## src/rtl/rx_payload_seq_if.sv

```systemverilog
`default_nettype none
// ============================================================================
// Module   : rx_payload_seq_if
// Purpose  : Bundles the receive word stream, the checker-facing payload bus,
//            the per-frame result and the statistics bus of rx_payload_seq.
// Modports : slave  - the sequencer (consumes rx_*, payload_esum, stats_clr)
//            master - the environment driving frames and hosting the checker
// Signals  : rx_valid/rx_ready/rx_sop/rx_eop/rx_data   word stream
//            payload_pre/seed/type/valid/data/esum     checker interface
//            result_valid/esum/words                   per-frame result
//            stats_clr, frame_cnt, err_frame_cnt,
//            err_bit_total, abort_cnt                  host statistics
// Revision : 1.0 - initial release
// ============================================================================
interface rx_payload_seq_if;
    logic        rx_valid;
    logic        rx_ready;
    logic        rx_sop;
    logic        rx_eop;
    logic [31:0] rx_data;
    logic        payload_pre;
    logic [31:0] payload_seed;
    logic [3:0]  payload_type;
    logic        payload_valid;
    logic [31:0] payload_data;
    logic [31:0] payload_esum;
    logic        result_valid;
    logic [31:0] result_esum;
    logic [15:0] result_words;
    logic        stats_clr;
    logic [31:0] frame_cnt;
    logic [31:0] err_frame_cnt;
    logic [31:0] err_bit_total;
    logic [31:0] abort_cnt;

    modport slave (
        input  rx_valid, rx_sop, rx_eop, rx_data, payload_esum, stats_clr,
        output rx_ready, payload_pre, payload_seed, payload_type,
               payload_valid, payload_data, result_valid, result_esum,
               result_words, frame_cnt, err_frame_cnt, err_bit_total, abort_cnt
    );

    modport master (
        output rx_valid, rx_sop, rx_eop, rx_data, payload_esum, stats_clr,
        input  rx_ready, payload_pre, payload_seed, payload_type,
               payload_valid, payload_data, result_valid, result_esum,
               result_words, frame_cnt, err_frame_cnt, err_bit_total, abort_cnt
    );
endinterface
`default_nettype wire

```

## src/rtl/rx_payload_seq.sv

```systemverilog
`default_nettype none
// ============================================================================
// Module   : rx_payload_seq
// Purpose  : Per-frame sequencer for the receive payload checker. Extracts
//            seed/type from the frame header, pulses the checker preload,
//            forwards payload words one cycle delayed, latches the settled
//            checker error sum as the frame result and keeps statistics.
// Ports    : clk    - clock
//            rst_n  - asynchronous active-low reset
//            bus    - rx_payload_seq_if.slave (stream, checker, result, stats)
// Options  : RX_PAYLOAD_TIMEOUT_EN - abort a frame after TIMEOUT_CYC idle
//            cycles in HDR/PLD; undefined means wait for eop indefinitely.
// Revision : 1.0 - initial release
// ============================================================================
module rx_payload_seq #(
    parameter int HDR_WORDS   = 4,
    parameter int SEED_WORD   = 2,
    parameter int TYPE_WORD   = 3,
    parameter int TIMEOUT_CYC = 1024
) (
    input  wire logic          clk,
    input  wire logic          rst_n,
    rx_payload_seq_if.slave    bus
);

    localparam int IDX_W = $clog2(HDR_WORDS) + 1;
    localparam logic [IDX_W-1:0] c_last_idx = IDX_W'(HDR_WORDS - 1);
    localparam logic [IDX_W-1:0] c_seed_idx = IDX_W'(SEED_WORD);
    localparam logic [IDX_W-1:0] c_type_idx = IDX_W'(TYPE_WORD);

    typedef enum logic [2:0] {
        S_IDLE  = 3'd0,
        S_HDR   = 3'd1,
        S_PLD   = 3'd2,
        S_DRAIN = 3'd3,
        S_DONE  = 3'd4
    } state_t;

    state_t           state_q, state_d;
    logic [IDX_W-1:0] idx_q, idx_d;
    logic             drain_q, drain_d;
    logic             rdy_q, rdy_d;
    logic             pre_q, pre_d;
    logic [31:0]      seed_q, seed_d;
    logic [3:0]       type_q, type_d;
    logic             pv_q, pv_d;
    logic [31:0]      pd_q, pd_d;
    logic [15:0]      wc_q, wc_d;
    logic             res_v_q, res_v_d;
    logic [31:0]      res_esum_q, res_esum_d;
    logic [15:0]      res_words_q, res_words_d;
    logic [31:0]      frame_cnt_q, errf_cnt_q, errb_tot_q, abort_cnt_q;

    logic             accept;
    logic             take_hdr;
    logic [IDX_W-1:0] hdr_idx;
    logic             abort_inc;
    logic             done_upd;
    logic [32:0]      bits_sum;

    assign accept  = bus.rx_valid & rdy_q;
    // sop always restarts the header at index 0, whatever the current state
    assign hdr_idx = bus.rx_sop ? '0 : idx_q;
    assign take_hdr = accept & (((state_q == S_IDLE) & bus.rx_sop) |
                                 (state_q == S_HDR) |
                                ((state_q == S_PLD) & bus.rx_sop));
    assign bits_sum = {1'b0, errb_tot_q} + {1'b0, res_esum_q};

`ifdef RX_PAYLOAD_TIMEOUT_EN
    localparam int TO_W = $clog2(TIMEOUT_CYC + 1);
    logic [TO_W-1:0] to_q, to_d;
    logic            to_hit;
    assign to_hit = ((state_q == S_HDR) || (state_q == S_PLD)) && !accept &&
                    (to_q == TO_W'(TIMEOUT_CYC - 1));
`endif

    always_comb begin
        state_d     = state_q;
        idx_d       = idx_q;
        drain_d     = drain_q;
        seed_d      = seed_q;
        type_d      = type_q;
        pre_d       = 1'b0;
        pv_d        = 1'b0;
        pd_d        = pd_q;
        wc_d        = wc_q;
        res_v_d     = 1'b0;
        res_esum_d  = res_esum_q;
        res_words_d = res_words_q;
        abort_inc   = 1'b0;
        done_upd    = 1'b0;

        if (take_hdr) begin
            if (hdr_idx == c_seed_idx) seed_d = bus.rx_data;
            if (hdr_idx == c_type_idx) type_d = bus.rx_data[3:0];
            idx_d = hdr_idx + 1'b1;
        end

        case (state_q)
            S_IDLE: begin
                if (accept && bus.rx_sop) begin
                    if (bus.rx_eop) abort_inc = 1'b1;   // runt frame
                    else            state_d   = S_HDR;
                end
            end
            S_HDR: begin
                if (accept) begin
                    // a restart by sop and an early eop count as one abort
                    abort_inc = bus.rx_sop |
                                (bus.rx_eop & (hdr_idx != c_last_idx));
                    if (hdr_idx == c_last_idx) begin
                        pre_d   = 1'b1;
                        wc_d    = '0;
                        drain_d = 1'b0;
                        state_d = bus.rx_eop ? S_DRAIN : S_PLD;
                    end else if (bus.rx_eop) begin
                        state_d = S_IDLE;
                    end
                end
            end
            S_PLD: begin
                if (accept) begin
                    if (bus.rx_sop) begin
                        abort_inc = 1'b1;
                        state_d   = bus.rx_eop ? S_IDLE : S_HDR;
                    end else begin
                        pv_d = 1'b1;
                        pd_d = bus.rx_data;
                        wc_d = (wc_q == 16'hFFFF) ? wc_q : wc_q + 16'd1;
                        if (bus.rx_eop) begin
                            drain_d = 1'b0;
                            state_d = S_DRAIN;
                        end
                    end
                end
            end
            S_DRAIN: begin
                // second drain cycle: the checker sum now reflects the last word
                drain_d = 1'b1;
                if (drain_q) begin
                    state_d     = S_DONE;
                    res_v_d     = 1'b1;
                    res_esum_d  = bus.payload_esum;
                    res_words_d = wc_q;
                end
            end
            S_DONE: begin
                done_upd = 1'b1;
                state_d  = S_IDLE;
            end
            default: state_d = S_IDLE;
        endcase

`ifdef RX_PAYLOAD_TIMEOUT_EN
        to_d = (((state_q == S_HDR) || (state_q == S_PLD)) && !accept) ?
               to_q + 1'b1 : '0;
        if (to_hit) begin
            abort_inc = 1'b1;
            pv_d      = 1'b0;
            pre_d     = 1'b0;
            state_d   = S_IDLE;
            to_d      = '0;
        end
`endif

        rdy_d = (state_d == S_IDLE) || (state_d == S_HDR) || (state_d == S_PLD);
    end

    always_ff @(posedge clk or negedge rst_n) begin
        if (!rst_n) begin
            state_q     <= S_IDLE;
            idx_q       <= '0;
            drain_q     <= 1'b0;
            rdy_q       <= 1'b0;
            pre_q       <= 1'b0;
            seed_q      <= '0;
            type_q      <= '0;
            pv_q        <= 1'b0;
            pd_q        <= '0;
            wc_q        <= '0;
            res_v_q     <= 1'b0;
            res_esum_q  <= '0;
            res_words_q <= '0;
        end else begin
            state_q     <= state_d;
            idx_q       <= idx_d;
            drain_q     <= drain_d;
            rdy_q       <= rdy_d;
            pre_q       <= pre_d;
            seed_q      <= seed_d;
            type_q      <= type_d;
            pv_q        <= pv_d;
            pd_q        <= pd_d;
            wc_q        <= wc_d;
            res_v_q     <= res_v_d;
            res_esum_q  <= res_esum_d;
            res_words_q <= res_words_d;
        end
    end

`ifdef RX_PAYLOAD_TIMEOUT_EN
    always_ff @(posedge clk or negedge rst_n) begin
        if (!rst_n) to_q <= '0;
        else        to_q <= to_d;
    end
`endif

    // Statistics: a clear in the DONE cycle wins over that frame's update.
    always_ff @(posedge clk or negedge rst_n) begin
        if (!rst_n) begin
            frame_cnt_q <= '0;
            errf_cnt_q  <= '0;
            errb_tot_q  <= '0;
            abort_cnt_q <= '0;
        end else if (bus.stats_clr) begin
            frame_cnt_q <= '0;
            errf_cnt_q  <= '0;
            errb_tot_q  <= '0;
            abort_cnt_q <= '0;
        end else begin
            if (abort_inc) abort_cnt_q <= abort_cnt_q + 32'd1;
            if (done_upd) begin
                frame_cnt_q <= frame_cnt_q + 32'd1;
                if (res_esum_q != 32'd0) errf_cnt_q <= errf_cnt_q + 32'd1;
                errb_tot_q <= bits_sum[32] ? 32'hFFFF_FFFF : bits_sum[31:0];
            end
        end
    end

    assign bus.rx_ready      = rdy_q;
    assign bus.payload_pre   = pre_q;
    assign bus.payload_seed  = seed_q;
    assign bus.payload_type  = type_q;
    assign bus.payload_valid = pv_q;
    assign bus.payload_data  = pd_q;
    assign bus.result_valid  = res_v_q;
    assign bus.result_esum   = res_esum_q;
    assign bus.result_words  = res_words_q;
    assign bus.frame_cnt     = frame_cnt_q;
    assign bus.err_frame_cnt = errf_cnt_q;
    assign bus.err_bit_total = errb_tot_q;
    assign bus.abort_cnt     = abort_cnt_q;

endmodule
`default_nettype wire
```

## src/flat_wrapper.sv

```systemverilog
// flat-port wrapper written by rule: the top's interface ports become plain ports
module rx_payload_seq_flat 
#(
    parameter int HDR_WORDS   = 4,
    parameter int SEED_WORD   = 2,
    parameter int TYPE_WORD   = 3,
    parameter int TIMEOUT_CYC = 1024
)
  (clk, rst_n, bus_rx_valid, bus_rx_sop, bus_rx_eop, bus_rx_data, bus_payload_esum, bus_stats_clr, bus_rx_ready, bus_payload_pre, bus_payload_seed, bus_payload_type, bus_payload_valid, bus_payload_data, bus_result_valid, bus_result_esum, bus_result_words, bus_frame_cnt, bus_err_frame_cnt, bus_err_bit_total, bus_abort_cnt);
  rx_payload_seq_if bus_i ();
  input  wire logic clk;
  input  wire logic rst_n;
  input wire logic [$bits(bus_i.rx_valid)-1:0] bus_rx_valid;
  input wire logic [$bits(bus_i.rx_sop)-1:0] bus_rx_sop;
  input wire logic [$bits(bus_i.rx_eop)-1:0] bus_rx_eop;
  input wire logic [$bits(bus_i.rx_data)-1:0] bus_rx_data;
  input wire logic [$bits(bus_i.payload_esum)-1:0] bus_payload_esum;
  input wire logic [$bits(bus_i.stats_clr)-1:0] bus_stats_clr;
  output wire logic [$bits(bus_i.rx_ready)-1:0] bus_rx_ready;
  output wire logic [$bits(bus_i.payload_pre)-1:0] bus_payload_pre;
  output wire logic [$bits(bus_i.payload_seed)-1:0] bus_payload_seed;
  output wire logic [$bits(bus_i.payload_type)-1:0] bus_payload_type;
  output wire logic [$bits(bus_i.payload_valid)-1:0] bus_payload_valid;
  output wire logic [$bits(bus_i.payload_data)-1:0] bus_payload_data;
  output wire logic [$bits(bus_i.result_valid)-1:0] bus_result_valid;
  output wire logic [$bits(bus_i.result_esum)-1:0] bus_result_esum;
  output wire logic [$bits(bus_i.result_words)-1:0] bus_result_words;
  output wire logic [$bits(bus_i.frame_cnt)-1:0] bus_frame_cnt;
  output wire logic [$bits(bus_i.err_frame_cnt)-1:0] bus_err_frame_cnt;
  output wire logic [$bits(bus_i.err_bit_total)-1:0] bus_err_bit_total;
  output wire logic [$bits(bus_i.abort_cnt)-1:0] bus_abort_cnt;
  assign bus_i.rx_valid = bus_rx_valid;
  assign bus_i.rx_sop = bus_rx_sop;
  assign bus_i.rx_eop = bus_rx_eop;
  assign bus_i.rx_data = bus_rx_data;
  assign bus_i.payload_esum = bus_payload_esum;
  assign bus_i.stats_clr = bus_stats_clr;
  assign bus_rx_ready = bus_i.rx_ready;
  assign bus_payload_pre = bus_i.payload_pre;
  assign bus_payload_seed = bus_i.payload_seed;
  assign bus_payload_type = bus_i.payload_type;
  assign bus_payload_valid = bus_i.payload_valid;
  assign bus_payload_data = bus_i.payload_data;
  assign bus_result_valid = bus_i.result_valid;
  assign bus_result_esum = bus_i.result_esum;
  assign bus_result_words = bus_i.result_words;
  assign bus_frame_cnt = bus_i.frame_cnt;
  assign bus_err_frame_cnt = bus_i.err_frame_cnt;
  assign bus_err_bit_total = bus_i.err_bit_total;
  assign bus_abort_cnt = bus_i.abort_cnt;
  rx_payload_seq #(.HDR_WORDS(HDR_WORDS), .SEED_WORD(SEED_WORD), .TYPE_WORD(TYPE_WORD), .TIMEOUT_CYC(TIMEOUT_CYC)) u_core (.clk(clk), .rst_n(rst_n), .bus(bus_i));
endmodule
```

## config.mk

```make
export PLATFORM = sky130hd
export DESIGN_NAME = rx_payload_seq_flat
export DESIGN_NICKNAME = d
export VERILOG_FILES = /design/src/rtl/rx_payload_seq_if.sv /design/src/rtl/rx_payload_seq.sv /design/src/flat_wrapper.sv
export SDC_FILE = /design/constraint.sdc
export NUM_CORES = 1
export LEC_CHECK = 0
export ABC_AREA = 1
export BUFFER_PORTS_ARGS = -buffer_cell sky130_fd_sc_hd__buf_2
export CORE_MARGIN = 3
export CORE_UTILIZATION = 30
export DETAILED_ROUTE_END_ITERATION = 7
export PLACE_DENSITY = 0.48
export SLEW_MARGIN = 20
export SYNTH_ARGS = -nofsm -noshare
export SYNTH_HDL_FRONTEND = slang
export SYNTH_SLANG_ARGS = --single-unit
```

## constraint.sdc

```tcl
create_clock -name clk -period 5 [get_ports clk]
set_clock_uncertainty 0.1 [all_clocks]
set_input_delay 0.25 -clock clk [delete_from_list [all_inputs] [get_ports clk]]
set_output_delay 0.25 -clock clk [all_outputs]
set_load 0.01 [all_outputs]
```

# Word-level counts from Yosys, hierarchy flattened
# Cells that the tools add are included.
# totals
register_bits	271
in_bits	70
output_inout_bits	248
word_cells	116
# classes
addsub	6
eq_ne	16
mux	50
bitwise_logic	9
reduce_logical	18
# ops
operator	n
two-way mux 32 bit	10
adder 32 x 1 -> 32 bit (second input constant)	3
two-way mux 16 bit	5
adder 32 x 32 -> 33 bit	1
one-hot mux 16 bit (2 select lines)	1
nonzero test 32 bit	1
two-way mux 3 bit	10
two-way mux 1 bit	21
adder 16 x 1 -> 16 bit (second input constant)	1
equality test 16 bit (second input constant)	1
equality test 3 x 2 -> 1 bit (second input constant)	5
one-hot mux 3 bit (4 select lines)	1
AND reduction 6 bit	2
!= test 2 bit (second input constant)	4
AND reduction 2 bit	4
nonzero test 2 bit	4
equality test 3 x 1 -> 1 bit (second input constant)	2
zero test 3 bit	2
one-hot mux 1 bit (3 select lines)	2
AND 1 bit	5
!= test 2 x 1 -> 1 bit (second input constant)	2
adder 3 x 1 -> 3 bit (second input constant)	1
equality test 3 bit (second input constant)	1
!= test 3 x 2 -> 1 bit (second input constant)	1
other kinds (6)	9

# Depth between registers and ports, before layout
# Gate-level depths: netlist (run 1).
# logic_depth
depth_word	8
ltp_mapped	15
depth_no_buf	15

# Worst setup path after synthesis (run 1)
# No wires, ideal clock.
# synth_path
path_kind	register to register
start	reg u_core.errb_tot_q[0], in the netlist u_core.bus.err_bit_total[0]
end	reg u_core.errb_tot_q[30], in the netlist u_core.bus.err_bit_total[30]
setup_time_ns	0.117
t_arrival_ns	2.195
t_required_ns	4.783
path_slack_ns	2.589
path_stages_with_launch	14
n_path_buf	1
synth_period_minus_slack_ns	2.411
path_cell_list	dfrtp_1 -> ha_1 -> fa_1 -> nand3_1 -> nand3_1 -> nand2_1 -> nand2_1 -> nand2_1 -> nand2_1 -> a21oi_1 -> buf_2 -> nand3_1 -> nand2_1 -> nand2_1
# synth_via
elab_chain_cells	4
# synth_rtl
item	line_no	rtl
start, declared	rx_payload_seq.sv:52	logic [31:0] frame_cnt_q, errf_cnt_q, errb_tot_q, abort_cnt_q;
start signal, assigned	rx_payload_seq.sv:225	errb_tot_q <= bits_sum[32] ? 32'hFFFF_FFFF : bits_sum[31:0];
adder 32 x 32 -> 33 bit	rx_payload_seq.sv:67	assign bits_sum = {1'b0, errb_tot_q} + {1'b0, res_esum_q};
two-way mux 32 bit	rx_payload_seq.sv:225	
two-way mux 32 bit	rx_payload_seq.sv:222	if (done_upd) begin
two-way mux 32 bit	rx_payload_seq.sv:215	end else if (bus.stats_clr) begin
# No other way between the ends. The select of a mux whose other input is x is not followed.
# A chain may end at the register's enable or synchronous reset.

# Final worst setup path (run 1)
# layout_path
start	reg u_core.errb_tot_q[0], in the netlist u_core.bus.err_bit_total[0]
end	reg u_core.errb_tot_q[2], in the netlist u_core.bus.err_bit_total[2]
# Same word-level chain as after synthesis.

==> summary.txt, run 1 <==
Pint -> 4730 uW
Final setup viols -> 0
Async SR Flop Fraction -> 100%
CTS tree -> done
Synth warnings -> 0
Switch Pwr -> 2400 uW
CTS Root Buffer Type -> clkbuf_16
clk sinks -> 271
Worst VDD drop -> 0.204 mV
Placer Congestion -> 0.887
met2 GRT Util -> 28.8%
drt pass-1 iters -> 6
worst endpoint required time -> 5320 ps
Setup TNS -> 0 ps
CP most frequent cell -> nand2_1
Startpoint Class -> flop
fin worst setup slack -> 1810 ps
Net Sw Frac -> 33.6%
critical path class -> reg -> reg
Finished Core Util -> 38.5%
cell taking the most area after synthesis -> dfrtp_1
vias in the first global route -> 15100
most common cell after layout, fill and taps aside -> nand2_1
number of max-cap violations -> 0
Vias/cell -> 4.67
chip height -> 236 um
CTS buffer count -> 36
Post-synth EDFFs -> 0
worst slew pin tran -> 928 ps
syn_area_per_cell -> 7.21 um2
Leakage -> 0.0105 uW
largest net degree at the start of global routing -> 113
CP Cell Sequence -> ha_1, fa_1, nand3_1, nand3_1, nand2_1, nand2_1, nand2_1, nand2_1, a21oi_2, buf_4, o21ai_1, nand2_1, nand2_1
Hold/Removal Path Class -> in -> reg
H-tree levels -> 2
per-cell routed wire length -> 15.9 um
Bufs on Longest Clock Path -> 3
RSZ-0062 raised after global routing -> false
Die X -> 236 um
Core Rows -> 83
top_reg_cell synth -> dfrtp_1
syn nets -> 2301
Max FO, Critical Path -> 19
combinational power share -> 24.2%
Initial Utilization -> 30.6%
die area -> 0.0555 mm2
worst skew pair latency -> 540 ps
routed vias -> 15300
slowest cell on the critical path -> a21oi_2
initial antenna violation count -> 4
commonest cells after routing, fill and taps aside -> nand2_1, buf_2, inv_1, dfrtp_1, nor2_1
Area Overhead vs Synth -> 25.8%
grt ovf -> 0
Synth area leaders -> dfrtp_1, nand2_1, inv_1
Cells after Synth -> 2191
Post-Syn Area -> 0.0158 mm2
drt total wl -> 52200 um
Antenna Nets Post-Route -> 0
Detail Placement HPWL -> 38800 um
status -> complete, no violations
Slew Limit Headroom -> 38.1%
layout cells sized above 1 -> 17.5%
Synth top area share -> 42.9%
met3 global-route usage -> 5.14%
Seq cells post-synth -> 271
number of top-level pins -> 318
CP Capture Type -> flop
DR iter-0 viols -> 925
met1 Use GR -> 25.0%
Final Net Count -> 2678
PortBufs -> 317
first-pass GRT wire length -> 84200 um
Post-route DRC -> 0
Reg clk slew, reported paths -> 60 ps
pre-CTS setup slack -> 1820 ps
post-CTS setup-driven buffer insertion count -> 0
Slew Limit Fails -> 0
CP max stage delay -> 610 ps
sequential share of power -> 40.0%
sequential cell area fraction in the yosys report -> 42.9%
Core ar. -> 0.0517 mm2
Worst Path Arrival -> 3500 ps
Final Hold Vio Count -> 0
Total GRT Usage -> 18.6%
Yosys cell types -> 49
post-route minimum period -> 3190 ps
Clock power frac -> 35.8%
final worst-path cycle share -> 63.7%
Power Dens Cells -> 358 mW/mm2
f_max -> 0.314 GHz
gr busiest metal -> met2
[cell families after synthesis]
group / count (synthesis) / synth area share, %
flops: 271 / 42.9
fa+ha+maj: 40 / 3.21
buf+inv: 342 / 8.85
xor+xnor: 44 / 2.44
simple gates: 1241 / 33.1
compound gates: 253 / 9.46
[worst max-delay path: cells and delay by family, from the launching register on]
family / cells / cell delay, ps
compound gates: 2 / 720
fa+ha+maj: 2 / 710
buf+inv: 1 / 390
flops: 1 / 390
simple gates: 8 / 760
[synth_stat cells, drive strengths merged, types with 7 or more instances]
cell type	n
a21oi	67
and2	7
buf	32
clkbuf	23
dfrtp	271
ha	39
inv	286
nand2	788
nand3	122
nand3b	14
nand4	43
nor2	197
nor3	51
nor4	11
o21a	7
o21ai	158
o31ai	10
xnor2	21
xor2	23
[state kept, by name, indices dropped and copies added, names as in the netlist, 3 cells and up]
signal,cells
u_core.bus.payload_data,32
u_core.bus.frame_cnt,32
u_core.bus.err_frame_cnt,32
u_core.idx_q,3
u_core.bus.result_esum,32
u_core.wc_q,16
u_core.bus.payload_type,4
u_core.state_q,3
u_core.bus.payload_seed,32
u_core.bus.abort_cnt,32
u_core.bus.result_words,16
u_core.bus.err_bit_total,32
[routing by layer]
layer  wire, um  up-vias
met5          7        -
met4       1620        2
met3       4090      101
met2      22200      468
met1      24200     7044
li1           -     7699
[power by group through the flow]
stage / Combinational, uW / Sequential, uW / Clock (uW)
floorplan: 919 / 2960 / 0
global placement: 1700 / 2870 / 0
detailed placement: 1710 / 2880 / 0
CTS: 1750 / 2850 / 2660
global route: 1950 / 2910 / 2750
finish: 1720 / 2850 / 2550
[per-stage QoR]
step,instance area (um2),power [uW],hold WS [ps],instances
2_1_floorplan,15800,3880,-146,2191
3_5_place_dp,18000,4590,301,3142
6_report,19900,7120,252,3276
4_1_cts,19900,7270,214,3273
3_3_place_gp,18000,4570,300,3142
5_1_grt,19900,7610,289,3275
[final timing paths]
kind	startpoint	end	slack (ps)	cells after the start
max reg2reg	u_core.bus.err_bit_total[0]	u_core.bus.err_bit_total[2]	1810	13
min	bus_rx_valid	u_core.drain_q	250	6
min reg2reg	u_core.bus.payload_data[1]	u_core.bus.payload_data[1]	380	2
max in group asynchronous	rst_n	u_core.wc_q[3]	3430	3
max	u_core.bus.err_bit_total[0]	u_core.bus.err_bit_total[2]	1810	13
min in group asynchronous	rst_n	u_core.bus.result_esum[4]	280	2
[area by class of cell]
class | count | area, um2
tap | 680 | 851
multi-input combinational | 1578 | 7630
timing repair buffer | 394 | 2370
fill | 5494 | 31800
sequential | 271 | 6780
inverter | 287 | 1080
clock inverter | 8 | 60.1
clock buffer | 55 | 1100
antenna | 3 | 7.51
[timing repair]
action / 4_1_cts / 5_1_grt
hold endpoints to repair: 218 / 0
hold buffers: 68 / 0
resized for setup: 0 / 0
(Power assumes the default switching activity.)
==> run 2, diff against run 1 <==
ABC_AREA = 0   (was 1)
PLACE_DENSITY = 0.51   (was 0.48)
clock period = 2.57 ns   (was 5 ns; I/O delays follow)
==> run 2 against run 1 <==
  * The flow now finishes with violations (negative setup slack)
  * Largest cell class is now sequential cells
  * Sequential cell count unchanged
  * Design area is 6.4% lower
  * Die area down 15%
  * Final cell count shrank 25%
  * Worst hold slack worse by 170 ps
  * Via count is 25% lower
  * Synthesized cell count is 39% lower
  * Register-to-register slack worse by 2000 ps
  * Sequential share of layout area grew 2.3 points
==> summary.txt, run 2 <==
status -> finished with violations
failing checks -> negative setup slack
first-pass GRT wire length -> 65600 um (-22%)
Antenna Nets Post-Route -> 0 (unchanged)
CP startpoint -> u_core.bus.err_bit_total[0]
grt ovf -> 0 (unchanged)
Vias/cell -> 4.72 (+0.90%)
die area -> 0.0470 mm2 (-15%)
Post-Syn Area -> 0.0133 mm2 (-16%)
initial antenna violation count -> 0 (-4)
Max FO, Critical Path -> 7 (-12)
Area after DPL -> 0.0165 mm2 (-8.8%)
Post-synth top cells -> dfrtp_1, nand2_1, nor2_1
met2 GRT Util -> 28.2% (-0.59 points)
number of max-cap violations -> 0 (unchanged)
Inserted Diodes -> 0 (-3)
Async SR Flop Fraction -> 100% (unchanged)
complex-gate fraction of the synthesized area -> 8.86% (-0.60 points)
Cells after Synth -> 1326 (-39%)
post-route minimum period -> 2800 ps (-386 ps)
reg2reg start -> u_core.bus.err_bit_total[0]
top_reg_cell synth -> dfrtp_1
routed vias -> 11500 (-25%)
Core ar. -> 0.0435 mm2 (-16%)
Switch Pwr -> 4350 uW (+81%)
Synth top area share -> 50.9% (+8.0 points)
CTS buffer count -> 34 (-5.6%)
drt total wl -> 41100 um (-21%)
Slew Limit Headroom -> 54.4% (+16 points)
Bufs on Longest Clock Path -> 3 (unchanged)
R2R setup slack -> -230 ps (-2040 ps)
combinational power share -> 27.8% (+3.6 points)
gr busiest metal -> met2
total power -> 14200 uW (+99%)
f_max -> 0.357 GHz (+14%)
Startpoint Class -> flop
Post-route DRC -> 0 (unchanged)
layout cells sized above 1 -> 34.4% (+17 points)
largest family of logic cells by synthesized area -> simple AND/OR/NAND/NOR gates
CTS tree -> done
CTS Root Buffer Type -> clkbuf_16
Pint -> 9850 uW (+110%)
hold path startpoint -> bus_stats_clr
Core Rows -> 76 (-8.4%)
Reg clk slew, reported paths -> 60 ps (about the same)
worst endpoint required time -> 2840 ps (-2480 ps)
worst slew pin tran -> 684 ps (-244 ps)
drt pass-1 iters -> 4 (-2)
worst skew pair latency -> 530 ps (about the same)
count leader, synth -> dfrtp_1
chip height -> 217 um (-8.0%)
cell taking the most area after synthesis -> dfrtp_1
Leakage -> 0.00930 uW (-11%)
met3 global-route usage -> 3.69% (-1.5 points)
RSZ-0062 raised after global routing -> true
Clock power frac -> 34.5% (-1.3 points)
simple-gate share of the synthesized area -> 19.7% (-13 points)
Final Hold Vio Count -> 0 (unchanged)
most common cell after layout, fill and taps aside -> buf_2
clk sinks -> 271 (unchanged)
Power Dens Cells -> 763 mW/mm2 (+110%)
sequential share of power -> 37.6% (-2.4 points)
syn nets -> 1436 (-38%)
Area Overhead vs Synth -> 39.7%
fin worst setup slack -> -231 ps (-2040 ps)
Final setup viols -> 32 (+32)
Die X -> 217 um (-8.0%)
Seq cells post-synth -> 271 (unchanged)
CP Capture Type -> flop
Synth Area in Adders -> 3.81% (+0.60 points)
number of top-level pins -> 318 (unchanged)
Placer Congestion -> 0.850 (-4.2%)
Synth warnings -> 0 (unchanged)
sequential cell area fraction in the yosys report -> 50.9% (+8.0 points)
syn_area_per_cell -> 10.0 um2 (+39%)
met1 Use GR -> 23.5% (-1.5 points)
largest net degree at the start of global routing -> 67 (-41%)
Initial Utilization -> 30.7% (+0.096 points)
Post-Synth XOR/XNOR Area -> 8.02% (+5.6 points)
Design Area, Final -> 0.0186 mm2 (-6.4%)
Synth area leaders -> dfrtp_1, nand2_1, mux2_2
Yosys cell types -> 64 (+31%)
final worst-path cycle share -> 109% (+45 points)
Total GRT Usage -> 17.2% (-1.3 points)
multiplexer area fraction after synthesis -> 6.23% (+6.2 points)
Worst VDD drop -> 0.609 mV (+200%)
Worst Path Arrival -> 3070 ps (-430 ps)
Post-synth EDFFs -> 0 (unchanged)
H-tree levels -> 2 (unchanged)
PortBufs -> 317 (unchanged)
vias in the first global route -> 11600 (-24%)
per-cell routed wire length -> 16.8 um (+5.6%)
Final Net Count -> 1946 (-27%)
Hold/Removal Path Class -> in -> reg
commonest cells after routing, fill and taps aside -> buf_2, dfrtp_1, nand2_1, nor2_1, buf_4
critical path class -> reg -> reg
Slew Limit Fails -> 0 (unchanged)
Detail Placement HPWL -> 29500 um (-24%)
Net Sw Frac -> 30.6% (-3.0 points)
DR iter-0 viols -> 657 (-29%)
==> run 2: cell types whose count changed after synthesis, moves of 22 or more <==
| cell | before | now |
|---|---|---|
| o21ai_2 | 34 | 0 |
| nor3_1 | 50 | 13 |
| a211oi_1 | 1 | 36 |
| mux2_2 | 0 | 71 |
| inv_1 | 276 | 24 |
| nand3_1 | 118 | 50 |
| xnor2_1 | 21 | 43 |
| xor2_1 | 23 | 79 |
| nor2_1 | 188 | 166 |
| o21ai_0 | 118 | 39 |
| nand2_1 | 783 | 218 |
==> run 2: power groups by stage <==
stage / Clock, uW / Combinational (uW) / Sequential [uW]
floorplan: 0 / 1700 / 5690
global placement: 0 / 3770 / 5370
detailed placement: 0 / 3770 / 5390
CTS: 5090 / 3900 / 5340
global route: 5270 / 4340 / 5440
finish: 4900 / 3950 / 5340
==> run 2: per-stage QoR <==
stage / setup TNS [ps] / hold slack (ps) / cells / worst slack, ps / utilization, %
after floorplan: -4790 / -267 / 1326 / -160 / -
after global placement: -21990 / -17.7 / 2301 / -631 / 37.9
after detailed placement: -21910 / -17.8 / 2301 / -584 / 37.9
after CTS: -7860 / 60.0 / 2433 / -263 / 42.4
after global routing: -11500 / 94.8 / 2444 / -373 / 42.8
final: -6610 / 83.3 / 2444 / -231 / 42.8
==> run 2: cell type report <==
class,count,area (um2)
fillers,4285,24900
flip-flops and latches,271,6780
multi-input cells,977,6380
repair buffers,528,3470
clock buffers,48,1000
well taps,585,732
clock inverters,11,145
inverters,24,90.1
==> run 2: worst paths after layout <==
check	to	cells after the start
worst max-delay path	u_core.bus.err_bit_total[2]	13
worst min-delay path	u_core.bus.frame_cnt[7]	4
worst max register to register	u_core.bus.err_bit_total[2]	13
worst min register to register	u_core.bus.result_words[5]	2
max in group asynchronous	u_core.bus.err_bit_total[6]	4
min in group asynchronous	u_core.bus.result_esum[14]	3
==> run 2: cell families after synthesis <==
kind of cell | count (synthesis)
xor gates and xnor gates | 122
buffers and inverters | 78
DFF | 271
AOI/OAI and AO/OA | 180
muxes | 74
adders and majority gates | 40
and+or+nand+nor | 561
==> run 2: per-layer routing <==
layer,part of all wire [%],vias up
met5,0,-
met1,46,5649
li1,-,5588
met3,4.6,58
met2,47,233
met4,2.0,0
==> run 2: timing repair <==
item	in CTS	in global routing
setup buffers	2	12
setup endpoints to repair	65	61
gates cloned	1	0
resized for setup	17	28
pin swaps	7	16
hold buffers	70	0
endpoints found under the hold margin	376	0
==> run 2: worst max-delay path, stage by stage, from the launching register on <==
cell      delay [ps]
dfrtp_1          380
ha_2             200
fa_2             350
a21oi_2          170
nor2_2            70
o31ai_2          210
buf_4            180
a31oi_4           90
a311oi_2         250
nor2_1           100
a21oi_2          160
buf_6            160
buf_8            140
a211oi_1          80
